===== src/rtl/address_to_index_if.sv =====
// ---------------------------------------------------------------------------
// address_to_index_if
// Purpose: request/response bundle for the address_to_index decoder.
//   Request side : i_Valid / o_Ready handshake carrying i_Address, i_Config
//   Response side: o_Valid / i_Ready handshake carrying o_Type, block
//                  row/column and element row/column.
// Modports:
//   slave  - the decoder (consumes requests, produces results)
//   master - the requester/consumer (testbench, write monitor, debug port)
// Signal names keep the decoder's point of view (i_ = into decoder).
// ---------------------------------------------------------------------------
interface address_to_index_if #(
    parameter int INDEX_WIDTH     = 8,
    parameter int LOG_MEMORY_SIZE = 10,
    parameter int ELEM_WIDTH      = 4
);
    logic                       i_Valid;
    logic                       o_Ready;
    logic [LOG_MEMORY_SIZE-1:0] i_Address;
    logic [31:0]                i_Config;
    logic                       o_Valid;
    logic                       i_Ready;
    logic [2:0]                 o_Type;
    logic [INDEX_WIDTH-1:0]     o_Row_Index;
    logic [INDEX_WIDTH-1:0]     o_Column_Index;
    logic [ELEM_WIDTH-1:0]      o_Elem_Row;
    logic [ELEM_WIDTH-1:0]      o_Elem_Col;

    modport slave (
        input  i_Valid, i_Address, i_Config, i_Ready,
        output o_Ready, o_Valid, o_Type, o_Row_Index, o_Column_Index,
               o_Elem_Row, o_Elem_Col
    );

    modport master (
        output i_Valid, i_Address, i_Config, i_Ready,
        input  o_Ready, o_Valid, o_Type, o_Row_Index, o_Column_Index,
               o_Elem_Row, o_Elem_Col
    );
endinterface


===== src/rtl/address_to_index.sv =====
// ---------------------------------------------------------------------------
// address_to_index
// Purpose: inverse of the coprocessor index-to-address mapping. Decodes a
//   word address into its region (A/B/C/invalid), block row/column and
//   element row/column inside the KxK block. All divisions are done by
//   repeated subtraction in a small FSM, so no divider hardware is built.
// Ports:
//   i_Clk    - clock, rising edge
//   i_Rst_n  - asynchronous reset, active low
//   bus      - address_to_index_if.slave: request handshake (i_Valid/o_Ready,
//              i_Address, i_Config = {8'h-, mu, gamma, lambda}) and result
//              handshake (o_Valid/i_Ready, o_Type, indices)
// ---------------------------------------------------------------------------
module address_to_index #(
    parameter int INDEX_WIDTH     = 8,
    parameter int K               = 4,
    parameter int LOG_MEMORY_SIZE = 10,
    parameter int OUTPUT_START    = 512,
    parameter int ELEM_WIDTH      = 4
) (
    input logic                 i_Clk,
    input logic                 i_Rst_n,
    address_to_index_if.slave   bus
);

    // Region bounds are products of two config fields and K*K; the working
    // width leaves room for that plus the base offset so nothing wraps.
    localparam int KK      = K * K;
    localparam int W_ARITH = 2 * INDEX_WIDTH + $clog2(KK) + 2;
    localparam int W       = (W_ARITH > LOG_MEMORY_SIZE + 1) ? W_ARITH : LOG_MEMORY_SIZE + 1;

    localparam logic [W-1:0] LP_KK     = W'(KK);
    localparam logic [W-1:0] LP_K      = W'(K);
    localparam logic [W-1:0] LP_A_BASE = W'(2);
    localparam logic [W-1:0] LP_OUT    = W'(OUTPUT_START);

    typedef enum logic [2:0] {
        S_IDLE,
        S_CLASSIFY,
        S_DIV_BLOCK,
        S_DIV_IDX,
        S_DIV_ELEM,
        S_DONE
    } state_t;

    state_t                     r_State;
    logic [LOG_MEMORY_SIZE-1:0] r_Address;
    logic [7:0]                 r_Mu;
    logic [7:0]                 r_Gamma;
    logic [7:0]                 r_Lambda;
    logic [7:0]                 r_Stride;
    logic [W-1:0]               r_Rel;
    logic [W-1:0]               r_Blk;
    logic                       r_Ready;
    logic                       r_Valid;
    logic [2:0]                 r_Type;
    logic [INDEX_WIDTH-1:0]     r_Row;
    logic [INDEX_WIDTH-1:0]     r_Col;
    logic [ELEM_WIDTH-1:0]      r_ERow;
    logic [ELEM_WIDTH-1:0]      r_ECol;

    logic [W-1:0] w_Addr;
    logic [W-1:0] w_Mu;
    logic [W-1:0] w_Gamma;
    logic [W-1:0] w_Lambda;
    logic [W-1:0] w_Stride;
    logic [W-1:0] w_AEnd;
    logic [W-1:0] w_BEnd;
    logic [W-1:0] w_CEnd;
    logic         w_InA;
    logic         w_InB;
    logic         w_InC;

    assign w_Addr   = W'(r_Address);
    assign w_Mu     = W'(r_Mu);
    assign w_Gamma  = W'(r_Gamma);
    assign w_Lambda = W'(r_Lambda);
    assign w_Stride = W'(r_Stride);

    // Region ends from the latched config; A wins over B wins over C when
    // the ranges overlap, which the if/else chain in CLASSIFY enforces.
    assign w_AEnd = LP_A_BASE + w_Lambda * w_Mu * LP_KK;
    assign w_BEnd = w_AEnd + w_Mu * w_Gamma * LP_KK;
    assign w_CEnd = LP_OUT + w_Lambda * w_Gamma * LP_KK;

    assign w_InA = (w_Addr >= LP_A_BASE) && (w_Addr < w_AEnd);
    assign w_InB = (w_Addr >= w_AEnd)    && (w_Addr < w_BEnd);
    assign w_InC = (w_Addr >= LP_OUT)    && (w_Addr < w_CEnd);

    assign bus.o_Ready        = r_Ready;
    assign bus.o_Valid        = r_Valid;
    assign bus.o_Type         = r_Type;
    assign bus.o_Row_Index    = r_Row;
    assign bus.o_Column_Index = r_Col;
    assign bus.o_Elem_Row     = r_ERow;
    assign bus.o_Elem_Col     = r_ECol;

    // Decode FSM. The result registers double as the quotient accumulators;
    // they are cleared at accept so an invalid address reports all zeros.
    always_ff @(posedge i_Clk or negedge i_Rst_n) begin
        if (!i_Rst_n) begin
            r_State   <= S_IDLE;
            r_Address <= '0;
            r_Mu      <= '0;
            r_Gamma   <= '0;
            r_Lambda  <= '0;
            r_Stride  <= '0;
            r_Rel     <= '0;
            r_Blk     <= '0;
            r_Ready   <= 1'b1;
            r_Valid   <= 1'b0;
            r_Type    <= '0;
            r_Row     <= '0;
            r_Col     <= '0;
            r_ERow    <= '0;
            r_ECol    <= '0;
        end else begin
            case (r_State)
                S_IDLE: begin
                    if (bus.i_Valid) begin
                        r_Address <= bus.i_Address;
                        r_Mu      <= bus.i_Config[23:16];
                        r_Gamma   <= bus.i_Config[15:8];
                        r_Lambda  <= bus.i_Config[7:0];
                        r_Rel     <= '0;
                        r_Blk     <= '0;
                        r_Type    <= '0;
                        r_Row     <= '0;
                        r_Col     <= '0;
                        r_ERow    <= '0;
                        r_ECol    <= '0;
                        r_Ready   <= 1'b0;
                        r_State   <= S_CLASSIFY;
                    end
                end
                S_CLASSIFY: begin
                    if (w_InA) begin
                        r_Type   <= 3'b001;
                        r_Rel    <= w_Addr - LP_A_BASE;
                        r_Stride <= r_Mu;
                        r_State  <= S_DIV_BLOCK;
                    end else if (w_InB) begin
                        r_Type   <= 3'b010;
                        r_Rel    <= w_Addr - w_AEnd;
                        r_Stride <= r_Gamma;
                        r_State  <= S_DIV_BLOCK;
                    end else if (w_InC) begin
                        r_Type   <= 3'b100;
                        r_Rel    <= w_Addr - LP_OUT;
                        r_Stride <= r_Gamma;
                        r_State  <= S_DIV_BLOCK;
                    end else begin
                        r_Type   <= 3'b000;
                        r_Valid  <= 1'b1;
                        r_State  <= S_DONE;
                    end
                end
                S_DIV_BLOCK: begin
                    if (r_Rel >= LP_KK) begin
                        r_Rel <= r_Rel - LP_KK;
                        r_Blk <= r_Blk + W'(1);
                    end else begin
                        r_State <= S_DIV_IDX;
                    end
                end
                // Stride is never zero here: a zero field empties its region.
                S_DIV_IDX: begin
                    if (r_Blk >= w_Stride) begin
                        r_Blk <= r_Blk - w_Stride;
                        r_Row <= r_Row + INDEX_WIDTH'(1);
                    end else begin
                        r_Col   <= r_Blk[INDEX_WIDTH-1:0];
                        r_State <= S_DIV_ELEM;
                    end
                end
                S_DIV_ELEM: begin
                    if (r_Rel >= LP_K) begin
                        r_Rel  <= r_Rel - LP_K;
                        r_ERow <= r_ERow + ELEM_WIDTH'(1);
                    end else begin
                        r_ECol  <= r_Rel[ELEM_WIDTH-1:0];
                        r_Valid <= 1'b1;
                        r_State <= S_DONE;
                    end
                end
                S_DONE: begin
                    if (bus.i_Ready) begin
                        r_Valid <= 1'b0;
                        r_Ready <= 1'b1;
                        r_State <= S_IDLE;
                    end
                end
                default: begin
                    r_Valid <= 1'b0;
                    r_Ready <= 1'b1;
                    r_State <= S_IDLE;
                end
            endcase
        end
    end

endmodule

===== src/flat_wrapper.sv =====
// flat-port wrapper written by rule: the top's interface ports become plain ports
module address_to_index_flat 
#(
    parameter int INDEX_WIDTH     = 8,
    parameter int K               = 4,
    parameter int LOG_MEMORY_SIZE = 10,
    parameter int OUTPUT_START    = 512,
    parameter int ELEM_WIDTH      = 4
)
  (i_Clk, i_Rst_n, bus_i_Valid, bus_i_Address, bus_i_Config, bus_i_Ready, bus_o_Ready, bus_o_Valid, bus_o_Type, bus_o_Row_Index, bus_o_Column_Index, bus_o_Elem_Row, bus_o_Elem_Col);
  address_to_index_if #(.INDEX_WIDTH(INDEX_WIDTH), .LOG_MEMORY_SIZE(LOG_MEMORY_SIZE), .ELEM_WIDTH(ELEM_WIDTH)) bus_i ();
  input logic i_Clk;
  input logic i_Rst_n;
  input wire logic [$bits(bus_i.i_Valid)-1:0] bus_i_Valid;
  input wire logic [$bits(bus_i.i_Address)-1:0] bus_i_Address;
  input wire logic [$bits(bus_i.i_Config)-1:0] bus_i_Config;
  input wire logic [$bits(bus_i.i_Ready)-1:0] bus_i_Ready;
  output wire logic [$bits(bus_i.o_Ready)-1:0] bus_o_Ready;
  output wire logic [$bits(bus_i.o_Valid)-1:0] bus_o_Valid;
  output wire logic [$bits(bus_i.o_Type)-1:0] bus_o_Type;
  output wire logic [$bits(bus_i.o_Row_Index)-1:0] bus_o_Row_Index;
  output wire logic [$bits(bus_i.o_Column_Index)-1:0] bus_o_Column_Index;
  output wire logic [$bits(bus_i.o_Elem_Row)-1:0] bus_o_Elem_Row;
  output wire logic [$bits(bus_i.o_Elem_Col)-1:0] bus_o_Elem_Col;
  assign bus_i.i_Valid = bus_i_Valid;
  assign bus_i.i_Address = bus_i_Address;
  assign bus_i.i_Config = bus_i_Config;
  assign bus_i.i_Ready = bus_i_Ready;
  assign bus_o_Ready = bus_i.o_Ready;
  assign bus_o_Valid = bus_i.o_Valid;
  assign bus_o_Type = bus_i.o_Type;
  assign bus_o_Row_Index = bus_i.o_Row_Index;
  assign bus_o_Column_Index = bus_i.o_Column_Index;
  assign bus_o_Elem_Row = bus_i.o_Elem_Row;
  assign bus_o_Elem_Col = bus_i.o_Elem_Col;
  address_to_index #(.INDEX_WIDTH(INDEX_WIDTH), .K(K), .LOG_MEMORY_SIZE(LOG_MEMORY_SIZE), .OUTPUT_START(OUTPUT_START), .ELEM_WIDTH(ELEM_WIDTH)) u_core (.i_Clk(i_Clk), .i_Rst_n(i_Rst_n), .bus(bus_i));
endmodule

===== config.mk =====
export PLATFORM = sky130hd
export DESIGN_NAME = address_to_index_flat
export DESIGN_NICKNAME = d
export VERILOG_FILES = /design/src/rtl/address_to_index_if.sv /design/src/rtl/address_to_index.sv /design/src/flat_wrapper.sv
export SDC_FILE = /design/constraint.sdc
export NUM_CORES = 1
export LEC_CHECK = 0
export CORE_MARGIN = 2
export CORE_UTILIZATION = 45
export CTS_BUF_LIST = sky130_fd_sc_hd__clkbuf_8
export DETAILED_ROUTE_END_ITERATION = 12
export DONT_BUFFER_PORTS = 1
export PLACE_DENSITY = 0.59
export SLEW_MARGIN = 40
export SYNTH_ARGS = -nofsm -noshare
export SYNTH_HDL_FRONTEND = slang
export SYNTH_SLANG_ARGS = --single-unit
export TNS_END_PERCENT = 10

===== constraint.sdc =====
create_clock -name i_Clk -period 8.08 [get_ports i_Clk]
set_input_delay 2.424 -clock i_Clk [delete_from_list [all_inputs] [get_ports i_Clk]]
set_output_delay 2.424 -clock i_Clk [all_outputs]
set_load 0.02 [all_outputs]

==> Flow_metrics.wiki, run 1 <==
{| class="wikitable"
! Metric !! Value
|-
| Result of the run || finished clean
|-
| Path type of the worst setup path || reg2reg
|-
| Required time at the worst-slack endpoint || 8.45 ns
|-
| Routed Wire Length || roughly 39000 um
|-
| Setup skew after layout || 0.0218 ns
|-
| Fillers || ~3300
|-
| Unrepaired setup endpoints after global routing || false
|-
| CTS hold repair buffers || 0
|-
| Overall via count from detail_route || approximately 13000
|-
| Starting Density || 0.459
|-
| Antenna diodes || 0
|-
| Combinational family with the most area after synthesis || adder cells
|-
| Maximum net fanout on the critical path || 14
|-
| Die area || roughly 0.035 mm2
|-
| Post-Syn Instances || about 1800
|-
| Simple logic cell fraction of the synthesized area || 0.228
|-
| Synthesized area per cell || 8.20 um2
|-
| CTS Buffer Depth || 2
|-
| Parity-gate share of the synthesized area counting xor and xnor cells || 0.0329
|-
| Class of the tightest hold or removal check || reg2reg
|-
| Hold depth || 2
|-
| Number of remaining DRC errors || 0
|-
| Top FF cell, synth || sky130_fd_sc_hd__dfrtp_1
|-
| Critical Path End Type || flip-flop
|-
| Slack of the worst reg-to-reg path || 0.53 ns
|-
| Initial antenna violation count || 0
|-
| Overall die width || 187 um
|-
| Antenna viol nets, final || 0
|-
| All-layer global routing usage || 0.231
|-
| Final Hold Fails || 0
|-
| Cell area after synthesis || 0.0150 mm2
|-
| Synth-to-Final Area Change || 7.09%
|-
| Clock sink total || between 100 and 150
|-
| Hold Crit Endpoint || u_core.r_Stride[3]$_DFFE_PN0P_
|-
| Multiplexer fraction of the synthesized cell area || 0.0123
|-
| Final Slew Violations || 0
|-
| Total Negative Setup Slacks || 0 ns
|-
| Final estimated routing congestion in global placement || between 0.9 and 1
|-
| Clock transition at the register clock pins on the worst setup and hold paths after CTS || 0.08 ns
|-
| Core region area || between 0.03 and 0.04 mm2
|-
| Count of endpoints failing setup in the final report || 0
|-
| Endpoint of the lowest-slack register-to-register path || u_core.r_Rel[2]$_DFFE_PN0P_
|-
| Fraction of the yosys area taken by sequential cells || 0.197
|-
| CTS HTree Levels || 4
|-
| Async S/R FF share, synth || 1.00
|-
| Routed wirelength normalized by instance count || roughly 17 um
|-
| Via density per instance || 5.64
|-
| Max-cap check violation count || 0
|-
| Library cells used by synthesis || 85
|-
| Number of standard-cell rows in the floorplan || 66
|-
| Net Count, Synth || 2146
|-
| Endpoint arrival time on the critical path || 7.92 ns
|-
| Number of nets at the end of the flow || 2140
|-
| Highest achievable clock rate || approximately 130 MHz
|-
| Synthesized-area fraction occupied by adder cells || 0.280
|-
| Transition time at the pin with the least slew margin || 0.865 ns
|-
| Highest cell delay on the worst timing path || 0.57 ns
|-
| Startpoint of the lowest-slack register-to-register path || u_core.r_Mu[4]$_DFFE_PN0P_
|-
| Kind of start point of the critical path || flip-flop
|-
| Detailed placement HPWL || roughly 30000 um
|-
| Source-to-sink clock delay at the later pin of the worst-skew pair || between 0.4 and 0.5 ns
|-
| Fraction of final layout cells with drive strength greater than 1 || 0.0664
|-
| Largest net degree at the start of global routing || 119
|-
| Remaining Overflow, GRT || 0
|-
| Library cell contributing the largest single delay on the critical path || sky130_fd_sc_hd__fa_1
|-
| CTS Buf Count || 17
|-
| Period utilisation layout || 0.935
|-
| Beginning of the worst hold path || u_core.r_Stride[3]$_DFFE_PN0P_
|-
| Post-synth EDFFs || 0
|-
| Most frequent cells in the layout || sky130_fd_sc_hd__nand2_1, sky130_fd_sc_hd__inv_1, sky130_fd_sc_hd__ha_1
|-
| Wire length of the first global-routing pass || around 66000 um
|-
| Vias in the first global route || approximately 13000
|-
| Post-synthesis compound-gate area fraction || 0.177
|-
| Cell types with the largest area share after synthesis || sky130_fd_sc_hd__dfrtp_1, sky130_fd_sc_hd__fa_1, sky130_fd_sc_hd__ha_1
|-
| Number of cells on the worst reg-to-reg path || 29
|-
| Synth Warn # || 0
|-
| Yosys top cell area share || 0.195
|-
| TritonCTS clock tree || built
|-
| Area leader, netlist || sky130_fd_sc_hd__dfrtp_1
|-
| IO Pins || 75
|-
| Commonest non-fill, non-tap cell in the layout || sky130_fd_sc_hd__nand2_1
|-
| Number of register bits inferred by synthesis || approximately 120
|-
| CTS Root Cell || sky130_fd_sc_hd__clkbuf_8
|-
| Tightest slew margin relative to the limit || 0.423
|-
| DRC violation total after the first TritonRoute iteration || slightly below 700
|-
| Post-layout min period || about 7.6 ns
|-
| Count of buffers inserted at the top-level ports || 0
|-
| DRT Pass-1 Iters || 6
|-
| Dominant cell type by count on the critical path || sky130_fd_sc_hd__fa_1
|-
| Die Y-Extent || 187 um
|}
cells in the mapped netlist (9+ instances only):
| master | number |
|---|---|
| sky130_fd_sc_hd__o21a_1 | 9 |
| sky130_fd_sc_hd__a31oi_1 | 18 |
| sky130_fd_sc_hd__nand2_1 | 238 |
| sky130_fd_sc_hd__fa_1 | 110 |
| sky130_fd_sc_hd__nor4_1 | 12 |
| sky130_fd_sc_hd__mux2i_1 | 14 |
| sky130_fd_sc_hd__clkbuf_1 | 61 |
| sky130_fd_sc_hd__a211oi_1 | 11 |
| sky130_fd_sc_hd__and3_1 | 14 |
| sky130_fd_sc_hd__o21ai_0 | 100 |
| sky130_fd_sc_hd__ha_1 | 160 |
| sky130_fd_sc_hd__inv_1 | 212 |
| sky130_fd_sc_hd__nand3_1 | 34 |
| sky130_fd_sc_hd__nor3_1 | 34 |
| sky130_fd_sc_hd__dfrtp_1 | 117 |
| sky130_fd_sc_hd__a211o_1 | 14 |
| sky130_fd_sc_hd__xor2_1 | 28 |
| sky130_fd_sc_hd__a22o_1 | 13 |
| sky130_fd_sc_hd__nand2b_1 | 13 |
| sky130_fd_sc_hd__a21oi_1 | 75 |
| sky130_fd_sc_hd__xnor2_1 | 24 |
| sky130_fd_sc_hd__nor2b_1 | 10 |
| sky130_fd_sc_hd__o22ai_1 | 11 |
| sky130_fd_sc_hd__a21o_1 | 23 |
| sky130_fd_sc_hd__nand4_1 | 22 |
| sky130_fd_sc_hd__nor2_1 | 111 |
| sky130_fd_sc_hd__and2_1 | 157 |
| sky130_fd_sc_hd__o211ai_1 | 10 |
| sky130_fd_sc_hd__o31ai_1 | 22 |
flip-flops by register name, summed over array words and instances (netlist names):
name / flops
u_core.r_Mu: 8
u_core.bus.o_Elem_Row: 4
u_core.r_Rel: 22
u_core.r_Lambda: 8
u_core.bus.o_Elem_Col: 4
u_core.bus.o_Row_Index: 8
u_core.bus.o_Ready: 1
u_core.bus.o_Column_Index: 8
u_core.r_State: 3
u_core.r_Blk: 22
u_core.r_Address: 10
u_core.bus.o_Type: 3
u_core.r_Stride: 8
u_core.bus.o_Valid: 1
u_core.r_Gamma: 8
layer usage:
| metal | vias to the layer above | wire length, um | part of all wire | global-route usage |
|---|---|---|---|---|
| met5 | - | 0 | 0 | 0 |
| met2 | 287 | 18300 | 0.47 | 0.381 |
| met4 | 0 | 1160 | 0.030 | 0.0800 |
| li1 | 6238 | - | - | - |
| met1 | 6282 | 18000 | 0.46 | 0.310 |
| met3 | 55 | 1700 | 0.043 | 0.0363 |
worst max path at each step:
stage	from	to	slack (ns)	depth (start not counted)
after floorplan	u_core.r_Mu[7]$_DFFE_PN0P_	u_core.r_Rel[2]$_DFFE_PN0P_	1.02	27
after global placement	u_core.r_Mu[3]$_DFFE_PN0P_	u_core.r_Rel[8]$_DFFE_PN0P_	0.31	28
after detailed placement	u_core.r_Mu[3]$_DFFE_PN0P_	u_core.r_Rel[8]$_DFFE_PN0P_	0.20	28
after CTS	u_core.r_Mu[3]$_DFFE_PN0P_	u_core.r_Rel[8]$_DFFE_PN0P_	0.16	28
after global routing	u_core.r_Mu[4]$_DFFE_PN0P_	u_core.r_Rel[11]$_DFFE_PN0P_	0.05	28
final	u_core.r_Mu[4]$_DFFE_PN0P_	u_core.r_Rel[2]$_DFFE_PN0P_	0.53	29
critical path, delay by kind of cell (launching register included):
family / cells / cell delay, ns
AO/OA/AOI/OAI: 5 / 1.27
XOR/XNOR: 1 / 0.08
adder cells (fa/ha/maj): 6 / 2.81
buffers and inverters: 5 / 0.63
flip-flops: 1 / 0.53
multiplexers: 2 / 0.44
AND/OR/NAND/NOR: 10 / 1.68
cells by family after synthesis:
kind of cell	count (synthesis)
AND/OR/NAND/NOR	688
AO/OA/AOI/OAI	396
buffers and inverters	286
adder cells (fa/ha/maj)	270
flip-flops	118
XOR/XNOR	54
multiplexers	18
final cells by class:
cell class | instances | area (um2) | area share
clock inverter | 15 | 156 | 0.00973
inverter | 213 | 800 | 0.0497
tap | 442 | 553 | 0.0344
sequential | 118 | 2960 | 0.184
clock buffer | 17 | 234 | 0.0146
timing repair buffer | 48 | 360 | 0.0224
multi-input combinational | 1426 | 11000 | 0.685
metrics by stage:
step / hold slack (ns) / instance area [um2] / util / instances / setup slack, ns
global placement: 0.465 / 15600 / 0.477 / 2244 / 0.306
detailed placement: 0.471 / 15600 / 0.477 / 2244 / 0.197
finish: 0.479 / 16100 / 0.491 / 2279 / 0.529
floorplan: 0.450 / 15000 / - / 1830 / 1.02
CTS: 0.489 / 16000 / 0.489 / 2276 / 0.164
global route: 0.500 / 16100 / 0.491 / 2279 / 0.0484
repair_timing:
item,4_1_cts,5_1_grt
setup endpoints to repair,0,35
setup buffers,0,3
resized for setup,0,11
Power of run 1 is not shown: default switching activity piles up to over one toggle a cycle in this logic, so the estimate is an artifact.
==> run 2, diff against run 1 <==
PLACE_DENSITY = 0.63   (was 0.59)
==> run 2 against run 1 <==
Effect of this change: cell count is 0.35% lower; critical path depth is 1 lower; setup slack lost 0.022 ns; critical endpoint is now u_core.r_Rel[1]$_DFFE_PN0P_; first-iteration DRC count increased by 5.1%; global-route usage fell by 0.54 points; routed wire length fell by 2.1%; clock-buffer cell count rose by 2; fmax is 0.29% lower; non-clock buffer count shrank 8; critical path type unchanged; final area fell by 0.19%; via count grew 0.89%.
==> Flow_metrics.wiki, run 2 (synthesis results as in run 1) <==
{| class="wikitable"
! Metric !! Value
|-
| Registers with the most flip-flops || u_core.r_Blk (22), u_core.r_Rel (22), u_core.r_Address (10)
|-
| IO Pins || 75 (unchanged)
|-
| Beginning of the worst hold path || u_core.r_Stride[3]$_DFFE_PN0P_
|-
| Final Slew Violations || 0 (unchanged)
|-
| Initial antenna violation count || 0 (unchanged)
|-
| Starting Density || 0.459 (unchanged)
|-
| Vias in the first global route || 12948 (+1.8%)
|-
| Via density per instance || 5.71 (+1.2%)
|-
| Highest achievable clock rate || 132 MHz (-0.29%)
|-
| Number of standard-cell rows in the floorplan || 66 (unchanged)
|-
| Synth-to-Final Area Change || 6.88%
|-
| Antenna viol nets, final || 0 (unchanged)
|-
| CTS Root Cell || sky130_fd_sc_hd__clkbuf_8
|-
| Critical Path End Type || flip-flop
|-
| Period utilisation layout || 0.937 (+0.00274)
|-
| Source-to-sink clock delay at the later pin of the worst-skew pair || 0.47 ns (-0.02 ns)
|-
| Final Hold Fails || 0 (unchanged)
|-
| Transition time at the pin with the least slew margin || 0.815 ns (-0.0502 ns)
|-
| Highest cell delay on the worst timing path || 0.55 ns (-0.02 ns)
|-
| Tightest slew margin relative to the limit || 0.455 (+0.0319)
|-
| Number of nets at the end of the flow || 2132 (-0.37%)
|-
| CTS Buffer Depth || 2 (unchanged)
|-
| Count of buffers inserted at the top-level ports || 0 (unchanged)
|-
| Final estimated routing congestion in global placement || 0.896 (-1.5%)
|-
| Startpoint of the most critical setup path || u_core.r_Gamma[4]$_DFFE_PN0P_
|-
| All-layer global routing usage || 0.226 (-0.00535)
|-
| Maximum net fanout on the critical path || 12 (-2)
|-
| Unrepaired setup endpoints after global routing || false
|-
| Kind of start point of the critical path || flip-flop
|-
| CTS Buf Count || 17 (unchanged)
|-
| Placed Area || 0.0156 mm2 (-0.18%)
|-
| Overall via count from detail_route || 12977 (+0.89%)
|-
| Overall die width || 187 um (unchanged)
|-
| Final hold slack || 0.491 ns (+0.0124 ns)
|-
| Max-cap check violation count || 0 (unchanged)
|-
| Remaining Overflow, GRT || 0 (unchanged)
|-
| Core region area || 0.0327 mm2 (unchanged)
|-
| CTS HTree Levels || 4 (unchanged)
|-
| Count of endpoints failing setup in the final report || 0 (unchanged)
|-
| Antenna diodes || 0 (unchanged)
|-
| Commonest non-fill, non-tap cell in the layout || sky130_fd_sc_hd__nand2_1
|-
| Final cell area excluding filler cells || 0.0160 mm2 (-0.19%)
|-
| Library cell contributing the largest single delay on the critical path || sky130_fd_sc_hd__fa_1
|-
| Routed Wire Length || 38400 um (-2.1%)
|-
| Class of the tightest hold or removal check || reg2reg
|-
| Path type of the worst setup path || reg2reg
|-
| Required time at the worst-slack endpoint || 8.45 ns (about the same)
|-
| Most frequent cells in the layout || sky130_fd_sc_hd__nand2_1, sky130_fd_sc_hd__inv_1, sky130_fd_sc_hd__ha_1
|-
| Startpoint of the lowest-slack register-to-register path || u_core.r_Gamma[4]$_DFFE_PN0P_
|-
| Fraction of final layout cells with drive strength greater than 1 || 0.0629 (-0.00354)
|-
| Fillers || 3241 (-0.55%)
|-
| Post-layout min period || 7.57 ns (+0.0221 ns)
|-
| Detailed placement HPWL || 29800 um (-1.0%)
|-
| Die Y-Extent || 187 um (unchanged)
|-
| CTS hold repair buffers || 0 (unchanged)
|-
| Largest net degree at the start of global routing || 119 (unchanged)
|-
| Clock sink total || 118 (unchanged)
|-
| Total Negative Setup Slacks || 0 ns (unchanged)
|-
| Dominant cell type by count on the critical path || sky130_fd_sc_hd__fa_1
|-
| Die area || 0.0348 mm2 (unchanged)
|-
| Wire length of the first global-routing pass || 65000 um (-1.2%)
|-
| Routed wirelength normalized by instance count || 16.9 um (-1.8%)
|-
| Endpoint arrival time on the critical path || 7.94 ns (+0.02 ns)
|-
| Setup skew after layout || 0.0181 ns (-0.00365 ns)
|-
| DRT Pass-1 Iters || 5 (-1)
|-
| Clock transition at the register clock pins on the worst setup and hold paths after CTS || 0.08 ns (about the same)
|-
| Post CTS Setup Buffer Count || 0 (unchanged)
|-
| TritonCTS clock tree || built
|-
| Post-CTS resize count || 0 (unchanged)
|-
| DRC violation total after the first TritonRoute iteration || 715 (+5.1%)
|-
| Result of the run || finished clean
|-
| Number of remaining DRC errors || 0 (unchanged)
|}
-- run 2: worst paths after layout --
kind                            slack [ns]  cells past startpoint                         endpoint
worst min-delay path                  0.49                      2   u_core.r_Stride[3]$_DFFE_PN0P_
worst max-delay path                  0.51                     28      u_core.r_Rel[1]$_DFFE_PN0P_
worst min register to register        0.49                      2   u_core.r_Stride[3]$_DFFE_PN0P_
min in group asynchronous             1.65                      0  u_core.r_Address[4]$_DFFE_PN0P_
max in group asynchronous             6.12                      0   u_core.bus.o_Ready$_DFFE_PN1P_
worst max register to register        0.51                     28      u_core.r_Rel[1]$_DFFE_PN0P_
-- run 2: stage by stage --
step	std cells	worst slack, ns	util
floorplan	1830	1.02	-
global placement	2239	0.253	0.476
detailed placement	2239	0.215	0.477
CTS	2271	0.195	0.490
global route	2271	0.0224	0.491
finish	2271	0.507	0.491
-- run 2: worst max-delay path: cells and delay by family, from the launching register on --
family | cells | cell delay (ns)
XOR/XNOR | 1 | 0.10
flip-flops | 1 | 0.54
adder cells (fa/ha/maj) | 6 | 2.76
AND/OR/NAND/NOR | 8 | 1.58
buffers and inverters | 4 | 0.43
AO/OA/AOI/OAI | 9 | 2.06
-- run 2: metal layers --
metal | vias to the layer above | GRT usage | wire length (um)
li1 | 6212 | - | -
met1 | 6386 | 0.298 | 17300
met2 | 322 | 0.382 | 18300
met3 | 57 | 0.0340 | 1830
met4 | 0 | 0.0717 | 951
met5 | - | 0 | 0
-- run 2: final cells by class --
class	instances	area (um2)	area share
Clock inverter	13	166	0.0104
Tap cell	442	553	0.0345
Clock buffer	19	262	0.0163
Sequential cell	118	2960	0.185
Inverter	213	800	0.0498
Multi-Input combinational cell	1426	11000	0.686
Timing Repair Buffer	40	300	0.0187
Power of run 2 is left out for the same reason.
==> run 3, diff against run 2 <==
CORE_UTILIZATION = 25   (was 45)
GPL_ROUTABILITY_DRIVEN = 0   (was unset)
PLACE_DENSITY = 0.41   (was 0.63)
SLEW_MARGIN = unset   (was 40)
==> run 3 against run 2 <==
Effect of this change: register-to-register slack improved by 0.07 ns; cell count rose by 15%; sequential share of layout area shrank 0.42 points; clock skew grew 0.0074 ns; core utilization shrank 21 points; non-clock buffer count is 5 higher; final area up 2.4%; via count is 2.1% lower; critical path depth shrank 1.
==> Flow_metrics.wiki, run 3 (synthesis results as in run 1) <==
{| class="wikitable"
! Metric !! Value
|-
| Routed wirelength normalized by instance count || 16.8 um (-0.41%)
|-
| Routing layer with the top usage in global route || met2
|-
| Die Y-Extent || 249 um (+33%)
|-
| Number of remaining DRC errors || 0 (unchanged)
|-
| Overall via count from detail_route || 12700 (-2.1%)
|-
| CTS Buffer Depth || 2 (unchanged)
|-
| Hold Crit Endpoint || u_core.r_Stride[7]$_DFFE_PN0P_
|-
| Vias in the first global route || 12993 (+0.35%)
|-
| Count of endpoints failing setup in the final report || 0 (unchanged)
|-
| Clock transition at the register clock pins on the worst setup and hold paths after CTS || 0.09 ns (about the same)
|-
| Class of the tightest hold or removal check || reg2reg
|-
| Registers with the most flip-flops || u_core.r_Blk (22), u_core.r_Rel (22), u_core.r_Address (10)
|-
| Number of nets at the end of the flow || 2137 (+0.23%)
|-
| Final Hold Fails || 0 (unchanged)
|-
| Antenna viol nets, final || 0 (unchanged)
|-
| Routed Wire Length || 43800 um (+14%)
|-
| Setup WS pre-CTS || 0.144 ns (-0.0705 ns)
|-
| Via density per instance || 4.87 (-15%)
|-
| Required time at the worst-slack endpoint || 8.49 ns (+0.04 ns)
|-
| CTS Root Cell || sky130_fd_sc_hd__clkbuf_8
|-
| CTS HTree Levels || 4 (unchanged)
|-
| Commonest non-fill, non-tap cell in the layout || sky130_fd_sc_hd__nand2_1
|-
| CTS hold repair buffers || 0 (unchanged)
|-
| Path type of the worst setup path || reg2reg
|-
| PnR worst setup slack || 0.573 ns (+0.0667 ns)
|-
| Remaining Overflow, GRT || 0 (unchanged)
|-
| Period utilisation layout || 0.929 (-0.00825)
|-
| Kind of start point of the critical path || flip-flop
|-
| Unrepaired setup endpoints after global routing || false
|-
| Clock sink total || 118 (unchanged)
|-
| Maximum net fanout on the critical path || 13 (+1)
|-
| Hold depth || 2 (unchanged)
|-
| Most frequent cells in the layout || sky130_fd_sc_hd__nand2_1, sky130_fd_sc_hd__inv_1, sky130_fd_sc_hd__ha_1
|-
| Highest achievable clock rate || 133 MHz (+0.89%)
|-
| Met1 usage || 0.205 (-0.0934)
|-
| Fraction of final layout cells with drive strength greater than 1 || 0.0638 (+0.000919)
|-
| Critical Path End Type || flip-flop
|-
| Max-cap check violation count || 0 (unchanged)
|-
| Endpoint of the lowest-slack register-to-register path || u_core.r_Rel[4]$_DFFE_PN0P_
|-
| Transition time at the pin with the least slew margin || 1.15 ns (+0.340 ns)
|-
| Startpoint of the most critical setup path || u_core.r_Lambda[5]$_DFFE_PN0P_
|-
| Highest cell delay on the worst timing path || 0.58 ns (+0.03 ns)
|-
| Wire length of the first global-routing pass || 72400 um (+11%)
|-
| IO Pins || 75 (unchanged)
|-
| Starting Density || 0.254 (-0.205)
|-
| Detailed placement HPWL || 34000 um (+14%)
|-
| Number of cells on the worst reg-to-reg path || 27 (-3.6%)
|-
| DRT Pass-1 Iters || 7 (+2)
|-
| Fillers || 6392 (+97%)
|-
| Post-layout min period || 7.51 ns (-0.0667 ns)
|-
| Endpoint arrival time on the critical path || 7.91 ns (-0.03 ns)
|-
| Count of buffers inserted at the top-level ports || 0 (unchanged)
|-
| Number of standard-cell rows in the floorplan || 89 (+35%)
|-
| Slack of the worst reg-to-reg path || 0.57 ns (+0.07 ns)
|-
| Synth-to-Final Area Change || 9.40%
|-
| Met3 Track Usage GR || 0.0245 (-0.00959)
|-
| CTS Buf Count || 17 (unchanged)
|-
| Antenna diodes || 0 (unchanged)
|-
| Final Slew Violations || 0 (unchanged)
|-
| Overall die width || 249 um (+33%)
|-
| Grt met2 use || 0.233 (-0.149)
|-
| Largest net degree at the start of global routing || 119 (unchanged)
|-
| Library cell contributing the largest single delay on the critical path || sky130_fd_sc_hd__dfrtp_1
|-
| Total Negative Setup Slacks || 0 ns (unchanged)
|-
| Tightest slew margin relative to the limit || 0.227 (-0.228)
|-
| Setup skew after layout || 0.0255 ns (+0.00736 ns)
|-
| Die area || 0.0620 mm2 (+78%)
|-
| All-layer global routing usage || 0.145 (-0.0814)
|-
| DRC violation total after the first TritonRoute iteration || 674 (-5.7%)
|-
| Beginning of the worst hold path || u_core.r_Stride[7]$_DFFE_PN0P_
|-
| Final hold slack || 0.485 ns (-0.00606 ns)
|-
| Initial antenna violation count || 0 (unchanged)
|-
| Result of the run || finished clean
|-
| Startpoint of the lowest-slack register-to-register path || u_core.r_Lambda[5]$_DFFE_PN0P_
|-
| Core region area || 0.0591 mm2 (+81%)
|-
| TritonCTS clock tree || built
|-
| Source-to-sink clock delay at the later pin of the worst-skew pair || 0.50 ns (+0.03 ns)
|}
[run 3: cell type report]
class	instances	area (um2)	area share
multi-input combinational	1426	11000	0.668
sequential	118	2960	0.181
tap	773	967	0.0589
inverter	213	800	0.0487
timing repair buffer	45	350	0.0213
clock buffer	17	234	0.0142
clock inverter	15	130	0.00793
[run 3: through the flow]
step	util	cell area [um2]	instances
6_report	0.278	16400	2607
5_1_grt	0.278	16400	2607
4_1_cts	0.277	16400	2606
3_5_place_dp	0.271	16000	2574
3_3_place_gp	0.271	16000	2574
2_1_floorplan	-	15000	1830
[run 3: critical path, delay by kind of cell, from the launching register on]
| family | cells | cell delay (ns) |
|---|---|---|
| adders and majority gates | 6 | 2.73 |
| DFF | 1 | 0.58 |
| and+or+nand+nor | 7 | 1.54 |
| buffers and inverters | 6 | 0.64 |
| AOI/OAI and AO/OA | 8 | 1.96 |
[run 3: timing repair]
action / in CTS / in global routing
endpoints found under the setup margin: 0 / 35
setup buffers: 0 / 1
resized for setup: 0 / 13
[run 3: worst max-delay path by stage]
stage	end	slack (ns)
after floorplan	u_core.r_Rel[2]$_DFFE_PN0P_	1.02
after global placement	u_core.r_Rel[5]$_DFFE_PN0P_	0.20
after detailed placement	u_core.r_Rel[5]$_DFFE_PN0P_	0.14
after CTS	u_core.r_Rel[5]$_DFFE_PN0P_	0.1
after global routing	u_core.r_Rel[2]$_DFFE_PN0P_	0.07
final	u_core.r_Rel[4]$_DFFE_PN0P_	0.57
[run 3: layer usage]
layer,vias to the layer above,share of wire
met1,6232,0.50
met3,24,0.032
li1,6251,-
met2,193,0.46
met4,0,0.011
met5,-,0
Power of run 3 is left out for the same reason.
